## config.mk

```make
export PLATFORM = sky130hd
export DESIGN_NAME = clkdiv_seq_ctrl
export DESIGN_NICKNAME = d
export VERILOG_FILES = /design/src/rtl/clkdiv_seq_ctrl.sv
export SDC_FILE = /design/constraint.sdc
export NUM_CORES = 1
export LEC_CHECK = 0
export CORE_MARGIN = 2
export CORE_UTILIZATION = 25
export DETAILED_ROUTE_END_ITERATION = 10
export SYNTH_ARGS = -nofsm -noshare
export SYNTH_HDL_FRONTEND = slang
export SYNTH_SLANG_ARGS = --single-unit
export TNS_END_PERCENT = 20
```

## constraint.sdc

```tcl
create_clock -name clk -period 4.5 [get_ports clk]
set_input_delay 0.9 -clock clk [delete_from_list [all_inputs] [get_ports clk]]
set_output_delay 0.9 -clock clk [all_outputs]
set_load 0.01 [all_outputs]
```

## src/rtl/clkdiv_seq_ctrl.sv

```systemverilog
// clkdiv_seq_ctrl: plays a table of (divide, toggle-count) segments onto a divided clock.
// Rev 1.0
`default_nettype none

module clkdiv_seq_ctrl #(
    parameter int DIV_W  = 16,
    parameter int REP_W  = 4,
    parameter int SEG_AW = 2
) (
    input  logic              clk,
    input  logic              rst_n,
    input  logic              ena,
    input  logic              cfg_wr,
    input  logic [SEG_AW-1:0] cfg_addr,
    input  logic [DIV_W-1:0]  cfg_div,
    input  logic [REP_W-1:0]  cfg_rep,
    input  logic              loop_en,
    input  logic              start,
    input  logic              stop,
    output logic              div_clk,
    output logic              tick,
    output logic              busy,
    output logic              done,
    output logic [SEG_AW-1:0] seg_idx,
    output logic              cfg_err
);

    localparam int                N_SEG    = 2 ** SEG_AW;
    localparam logic [SEG_AW-1:0] LAST_SEG = SEG_AW'(N_SEG - 1);

    typedef enum logic [1:0] {
        IDLE = 2'd0,
        RUN  = 2'd1,
        DONE = 2'd2
    } state_t;

    state_t             state, state_nxt;
    logic [DIV_W-1:0]   tbl_div [N_SEG];
    logic [REP_W-1:0]   tbl_rep [N_SEG];
    logic [DIV_W-1:0]   counter, counter_nxt;
    logic [REP_W-1:0]   rem, rem_nxt;
    logic [SEG_AW-1:0]  seg_nxt;
    logic [SEG_AW-1:0]  seg_inc;
    logic               div_clk_nxt;
    logic               tick_nxt;
    logic               done_nxt;
    logic               err_nxt;
    logic               busy_nxt;
    logic               tbl_we;
    logic               advance;

    assign seg_inc = seg_idx + SEG_AW'(1);

    always_comb begin
        state_nxt   = state;
        counter_nxt = counter;
        rem_nxt     = rem;
        seg_nxt     = seg_idx;
        div_clk_nxt = div_clk;
        tick_nxt    = 1'b0;
        done_nxt    = 1'b0;
        err_nxt     = 1'b0;
        tbl_we      = 1'b0;
        advance     = 1'b0;

        case (state)
            IDLE: begin
                tbl_we = cfg_wr;
                if (start && !stop) begin
                    state_nxt   = RUN;
                    seg_nxt     = '0;
                    counter_nxt = '0;
                    rem_nxt     = tbl_rep[0];
                end
            end
            RUN: begin
                err_nxt = cfg_wr;
                if (stop) begin
                    state_nxt   = IDLE;
                    div_clk_nxt = 1'b0;
                    counter_nxt = '0;
                    seg_nxt     = '0;
                end else begin
                    if (rem == '0) begin
                        advance = 1'b1;
                    end else if (counter == tbl_div[seg_idx]) begin
                        counter_nxt = '0;
                        div_clk_nxt = ~div_clk;
                        tick_nxt    = 1'b1;
                        if (rem == REP_W'(1)) begin
                            advance = 1'b1;
                        end else begin
                            rem_nxt = rem - REP_W'(1);
                        end
                    end else begin
                        counter_nxt = counter + DIV_W'(1);
                    end

                    // div_clk keeps its phase across segment boundaries
                    if (advance) begin
                        counter_nxt = '0;
                        if (seg_idx != LAST_SEG) begin
                            seg_nxt = seg_inc;
                            rem_nxt = tbl_rep[seg_inc];
                        end else if (loop_en) begin
                            seg_nxt = '0;
                            rem_nxt = tbl_rep[0];
                        end else begin
                            state_nxt   = DONE;
                            done_nxt    = 1'b1;
                            div_clk_nxt = 1'b0;
                        end
                    end
                end
            end
            DONE: begin
                err_nxt   = cfg_wr;
                state_nxt = IDLE;
            end
            default: begin
                state_nxt = IDLE;
            end
        endcase

        busy_nxt = (state_nxt != IDLE);
    end

    always_ff @(posedge clk or negedge rst_n) begin
        if (!rst_n) begin
            state   <= IDLE;
            counter <= '0;
            rem     <= '0;
            seg_idx <= '0;
            div_clk <= 1'b0;
            tick    <= 1'b0;
            done    <= 1'b0;
            cfg_err <= 1'b0;
            busy    <= 1'b0;
        end else if (ena) begin
            state   <= state_nxt;
            counter <= counter_nxt;
            rem     <= rem_nxt;
            seg_idx <= seg_nxt;
            div_clk <= div_clk_nxt;
            tick    <= tick_nxt;
            done    <= done_nxt;
            cfg_err <= err_nxt;
            busy    <= busy_nxt;
        end
    end

    always_ff @(posedge clk or negedge rst_n) begin
        if (!rst_n) begin
            for (int i = 0; i < N_SEG; i++) begin
                tbl_div[i] <= '0;
                tbl_rep[i] <= '0;
            end
        end else if (ena && tbl_we) begin
            tbl_div[cfg_addr] <= cfg_div;
            tbl_rep[cfg_addr] <= cfg_rep;
        end
    end

endmodule

`default_nettype wire

```

==> metrics.cfg, run 1 <==
[critical_path]
startpoint_type = flop
slowest_stage = dfrtp_1
slowest_delay_ps = 1090
path_cells = mux4_2, xnor2_1, nand4_1, nor4_4, buf_4, nand2b_1, a211o_1, a221oi_1
critPathKind = reg -> reg
crit_path_max_fanout = 17
worstSetupEndpointType = flop
crit_arrival_ps = 3850
cp_data_required_time_ps = 4750

[synth]
yosysMostFrequentCell = dfrtp_1
syn-num-nets = 470
synthAdderAreaFrac = 0.01616
synth_mux_area_frac = 0.2551
synthesis.area_um2 = 5420
ys_seq_area_frac = 0.5032
yosys-top-cells-area = dfrtp_1 50%, mux2_2 17%, mux4_2 8.3%
syn_inst = 434
synthXorXnorAreaFrac = 0.04686
yosys.area.top_type_share = 0.5032
yosys.area_share.simple = 0.09718
ys_types = 45
synth_top_cell_by_area = dfrtp_1
synthFlopType = dfrtp_1
avgSynthCellArea_um2 = 12.49
ys_warn_count = 0
postSynthRegisterBits = 109
async_reset_ff_frac = 1.000
synth_edf_count = 0
synth_compound_area_frac = 0.05425
synthTopCellsByCount = 109 x dfrtp_1, 81 x mux2_2, 31 x nor2_1
synth_top_family_by_area = multiplexers

[global_routing]
grt_pass1_wl_um = 20170
gr-total-overflow = 0
globalRouteMet2Util = 0.1885
busiest_layer = met2
met3_usage = 0.03133
track_usage = 0.1153
antenna_found_initial = 0
use_met1 = 0.1494
grt_pass1_vias = 3726
grt_max_degree = 81

[final_layout]
nets = 500
fin_area_um2 = 6374
areaGrowthSynthToFinish_pct = 17.59
final_util = 0.3013
num-fill-cells = 2085
final_cells = 744
drive_gt1_frac = 0.2772
diodes = 0

[placement]
dp_hpwl_um = 8541
dpl-instance-area_um2 = 6075
dpl.cell_count = 728
portBuffers = 35
gp_congestion = 0.8384

[drt]
drtIter0Drc = 181
num_vias = 3581
drt_wl_total_um = 12320
routedWlPerCell_um = 16.55
drc_errors = 0
via_per_inst = 4.813
firstDrtPassIters = 4
ant_nets = 0

[clock_network]
postCtsHoldBufs = 0
htreeDepth = 3
clock-sinks = 109
cts_tree = yes
numCtsBuffers = 9
clkLatencyLatePin_ps = 360
cts_resized = 0
clockBufferDepth = 2
cts_setup_buffers = 0
path_clk_slew_ps = 70
root_buffer = clkbuf_16

[timing]
max_clock_freq_mhz = 278.1
drv_slew = 0
final.min_clock_period_ps = 3596
relSlewSlack = 0.1864
fin_tns_setup_ps = 0
finalSetupViolCount = 0
fin_crit_sh = 0.7992
worst_pin_slew_ps = 1220
hold_viol_final = 0
skew_ps = 9.338
rsz0062_at_grt = no

[floorplan]
initial_core_util = 0.2562
die_h_um = 151.2
core_um2 = 21150
row_count = 53
ios = 36
die_w_um = 151.2
die-area_um2 = 22880

[status]
outcome = complete, no violations

[power]
cellLeakagePower_nw = 2.576
peakVddDrop_mv = 0.2549
cellPowerDensity_nw_per_um2 = 568.0

[hold_path]
min_path_type = reg -> reg

[job]
drv_cap = 0

-- logic make-up (layout without fill, tap and decap cells) --
logic type	Yosys count	in the layout
AOI/OAI and AO/OA	44	44
xor gates and xnor gates	29	29
adders and majority gates	7	7
buffers and inverters	36	71
DFF	109	109
muxes	103	103
and+or+nand+nor	106	106
-- through the flow --
step / total power [W] / worst slack, ps / hold WS [ps]
6_report: 0.003620 / 903.6 / 504.5
3_3_place_gp: 0.002802 / 963.7 / 483.1
5_1_grt: 0.003865 / 611.8 / 517.7
2_1_floorplan: 0.002522 / 1662 / 467.5
4_1_cts: 0.003664 / 842.8 / 506.6
3_5_place_dp: 0.002864 / 856.8 / 489.5
-- sequential cells by signal, indices dropped and copies added (netlist names) --
signal   count
busy         1
rem          4
cfg_err      1
counter     16
tick         1
tbl_div     64
tbl_rep     16
div_clk      1
seg_idx      2
state        2
done         1
-- area by class of cell --
type                    count  area (µm²)  share of cell area
repair buffers             43       407.9             0.06400
well taps                 275       344.1             0.05399
clock buffers               9       225.2             0.03534
clock inverters             7       73.82             0.01158
inverters                  12       45.04            0.007067
multi-input cells         289        2550              0.4001
flip-flops and latches    109        2728              0.4280
-- path summary, 6_finish.rpt --
| kind | cells after the start | startpoint | slack [ps] | endpoint |
|---|---|---|---|---|
| worst max-delay path | 8 | seg_idx[0] | 900 | rem[1] |
| worst min-delay path | 1 | tbl_div[7] | 500 | tbl_div[7] |
| worst max register to register | 8 | seg_idx[0] | 900 | rem[1] |
| worst min register to register | 1 | tbl_div[7] | 500 | tbl_div[7] |
| max in group asynchronous | 2 | rst_n | 2800 | state[0] |
| min in group asynchronous | 1 | rst_n | 690 | tick |
-- critical path: cells and delay by family (launching register included) --
family	cells	cell delay (ps)
mux	1	620
xor+xnor	1	160
simple gates	3	810
flops	1	1090
buf+inv	1	250
compound gates	2	540
-- metal layers --
layer | routed length (µm) | up-vias
met5 | 0 | -
li1 | - | 1636
met4 | 206 | 0
met2 | 6085 | 84
met1 | 5450 | 1849
met3 | 574 | 12
-- report_power, final --
part,internal (W),switching (W),total [W]
logic,0.000717,0.000466,0.00118
clock network,0.000394,0.000397,0.000791
registers,0.00137,0.000272,0.00165
total,0.00249,0.00113,0.00362
-- placed cells by master, fill, tap and decap left out, types with 2 or more instances in the layout --
cell type,count
and3_1,3
clkinv_4,2
dfrtp_1,109
o21ai_0,10
o31ai_1,3
inv_1,12
nor3_1,4
clkbuf_16,9
mux2i_1,2
and2_1,4
ha_1,7
o21a_1,3
nand2_1,25
o211ai_1,3
mux2_2,81
mux4_2,20
inv_8,2
nand2b_1,3
o22ai_1,3
and4_1,3
a31oi_1,5
nor2b_1,5
xor2_1,12
xnor2_1,17
nor2_1,31
a221oi_1,3
clkdlybuf4s50_1,34
nand3_1,12
inv_6,2
a21oi_1,4
nand4_1,10
buf_4,9
Power figures use the tool's default switching activity.
==> run 2, diff against run 1 <==
- clock period: 4.5 -> 3.4 ns (I/O delays scaled with it)
==> run 2 against run 1 <==
Highest routed layer unchanged. Sequential power grew 28%. Clock skew decreased by 2.6 ps. Power increased by 32%. Global-route usage shrank 0.063 points. Wire length is 0.15% higher. Critical path type unchanged. Largest cell class unchanged.
==> metrics.cfg, run 2 (synthesis gave the netlist of run 1 again) <==
[status]
outcome = complete, no violations  ; unchanged

[timing]
drv_slew = 0  ; unchanged
max_clock_freq_mhz = 350.3  ; was 278.1 MHz
skew_ps = 6.770  ; was 9.338 ps
setup_ws_ps = 545.2  ; was 903.6 ps
worst_pin_slew_ps = 837.5  ; was 1220 ps
hold_viol_final = 0  ; unchanged
rsz0062_at_grt = no  ; unchanged
fin_tns_setup_ps = 0  ; unchanged
relSlewSlack = 0.4417  ; was 0.1864
fin_crit_sh = 0.8397  ; was 0.7992
final.min_clock_period_ps = 2855  ; was 3596 ps
finalSetupViolCount = 0  ; unchanged

[floorplan]
ios = 36  ; unchanged
die_h_um = 151.2  ; unchanged
die-area_um2 = 22880  ; unchanged
die_w_um = 151.2  ; unchanged
initial_core_util = 0.2562  ; unchanged
row_count = 53  ; unchanged
core_um2 = 21150  ; unchanged

[global_routing]
grt_pass1_vias = 3677  ; was 3,726
grt_max_degree = 64  ; was 81
gr-total-overflow = 0  ; unchanged
antenna_found_initial = 0  ; unchanged
grt_pass1_wl_um = 20240  ; was 20,170 µm
track_usage = 0.1146  ; was 0.1153

[power]
p_total_w = 0.004768  ; was 0.003620 W
peakVddDrop_mv = 0.3228  ; was 0.2549 mV
cellLeakagePower_nw = 2.582  ; was 2.576 nW
cellPowerDensity_nw_per_um2 = 743.0  ; was 568.0 nW/µm²

[critical_path]
worstSetupEndpointType = flop  ; unchanged
crit_arrival_ps = 3140  ; was 3850 ps
slowest_stage = mux4_2  ; was dfrtp_1
cp_data_required_time_ps = 3690  ; was 4750 ps
startpoint_type = flop  ; unchanged
slowest_delay_ps = 540  ; was 1090 ps
crit_path_max_fanout = 25  ; was 17
critical_path.top_delay_family = simple AND/OR/NAND/NOR gates  ; was flip-flops
critPathKind = reg -> reg  ; unchanged
path_cells = buf_12, mux4_2, xnor2_1, nand4_1, nor4_4, buf_4, a21oi_2, or4_1, nand3_1  ; was mux4_2, xnor2_1, nand4_1, nor4_4, buf_4, nand2b_1, a211o_1, a221oi_1
cp_num_buf_inv = 2  ; was 1

[drt]
via_per_inst = 4.721  ; was 4.813
drtIter0Drc = 224  ; was 181
drc_errors = 0  ; unchanged
firstDrtPassIters = 7  ; was 4
num_vias = 3522  ; was 3,581
routedWlPerCell_um = 16.53  ; was 16.55 µm
ant_nets = 0  ; unchanged
drt_wl_total_um = 12330  ; was 12,320 µm

[final_layout]
final_cells = 746  ; was 744
reg.largest.list = tbl_div: 64 flops, counter: 16 flops, tbl_rep: 16 flops  ; unchanged
drive_gt1_frac = 0.2781  ; was 0.2772
areaGrowthSynthToFinish_pct = 18.40  ; was 17.59%
mostFrequentLayoutCells = 109 x dfrtp_1, 81 x mux2_2, 34 x clkdlybuf4s50_1  ; unchanged
final_common_cell = dfrtp_1  ; unchanged
regMostFlops = tbl_div  ; unchanged
largest_reg_flops = 64  ; unchanged
diodes = 0  ; unchanged
nets = 503  ; was 500

[hold_path]
min_path_type = in -> async  ; was reg -> reg

[clock_network]
postCtsHoldBufs = 0  ; unchanged
numCtsBuffers = 9  ; unchanged
root_buffer = clkbuf_16  ; unchanged
clkLatencyLatePin_ps = 350  ; was 360 ps
clockBufferDepth = 2  ; unchanged
clock-sinks = 109  ; unchanged
cts_tree = yes  ; unchanged
htreeDepth = 3  ; unchanged
cts_resized = 0  ; unchanged
cts_setup_buffers = 0  ; unchanged
path_clk_slew_ps = 70  ; about the same

[placement]
dp_hpwl_um = 8590  ; was 8541 µm
gp_congestion = 0.8726  ; was 0.8384
dpl_worst_slack_ps = 540.7  ; was 856.8 ps
portBuffers = 35  ; unchanged
dpl.cell_count = 731  ; was 728

[job]
drv_cap = 0  ; unchanged

-- run 2: cell count changes in the layout (fill, tap and decap cells not counted) --
| cell | before | now |
|---|---|---|
| clkinv_4 | 2 | 0 |
| inv_6 | 2 | 3 |
| buf_4 | 9 | 8 |
| clkinvlp_4 | 0 | 2 |
| inv_8 | 2 | 0 |
| clkbuf_1 | 0 | 1 |
| buf_12 | 0 | 4 |
| clkinv_8 | 1 | 0 |
-- run 2: per-layer routing --
layer	GRT usage	routed length (µm)	vias up
met1	0.1552	5677	1808
met2	0.1846	5940	72
met3	0.03404	640	8
met4	0.01916	76	0
li1	-	-	1634
met5	0	0	-
-- run 2: worst paths after layout --
kind                            start          end  slack (ps)  cells past startpoint
min                             rst_n       rem[0]         420                      1
min in group clk           tbl_div[3]   tbl_div[3]         510                      1
max reg2reg                seg_idx[0]   seg_idx[0]         550                      9
max in group asynchronous       rst_n  counter[13]        2210                      2
min reg2reg                tbl_div[3]   tbl_div[3]         510                      1
max                        seg_idx[0]   seg_idx[0]         550                      9
-- run 2: final cells by class --
class | instances | area, µm²
clock inverters | 5 | 41.29
fillers | 2094 | 14740
well taps | 275 | 344.1
flip-flops and latches | 109 | 2728
multi-input cells | 289 | 2550
clock buffers | 10 | 229.0
inverters | 12 | 45.04
repair buffers | 46 | 480.5
-- run 2: per-stage QoR --
step	utilization	instance area (µm²)	hold WS, ps
2_1_floorplan	-	5420	384.4
3_3_place_gp	0.2906	6147	481.8
4_1_cts	0.3034	6417	462.2
5_1_grt	0.3034	6417	485.9
6_report	0.3034	6417	416.3
3_5_place_dp	0.2906	6147	490.0
-- run 2: power breakdown --
part	internal (W)	total (W)	switching (W)
logic	0.000968	0.00165	0.000679
clock network	0.000502	0.000999	0.000497
registers	0.00182	0.00212	0.000301
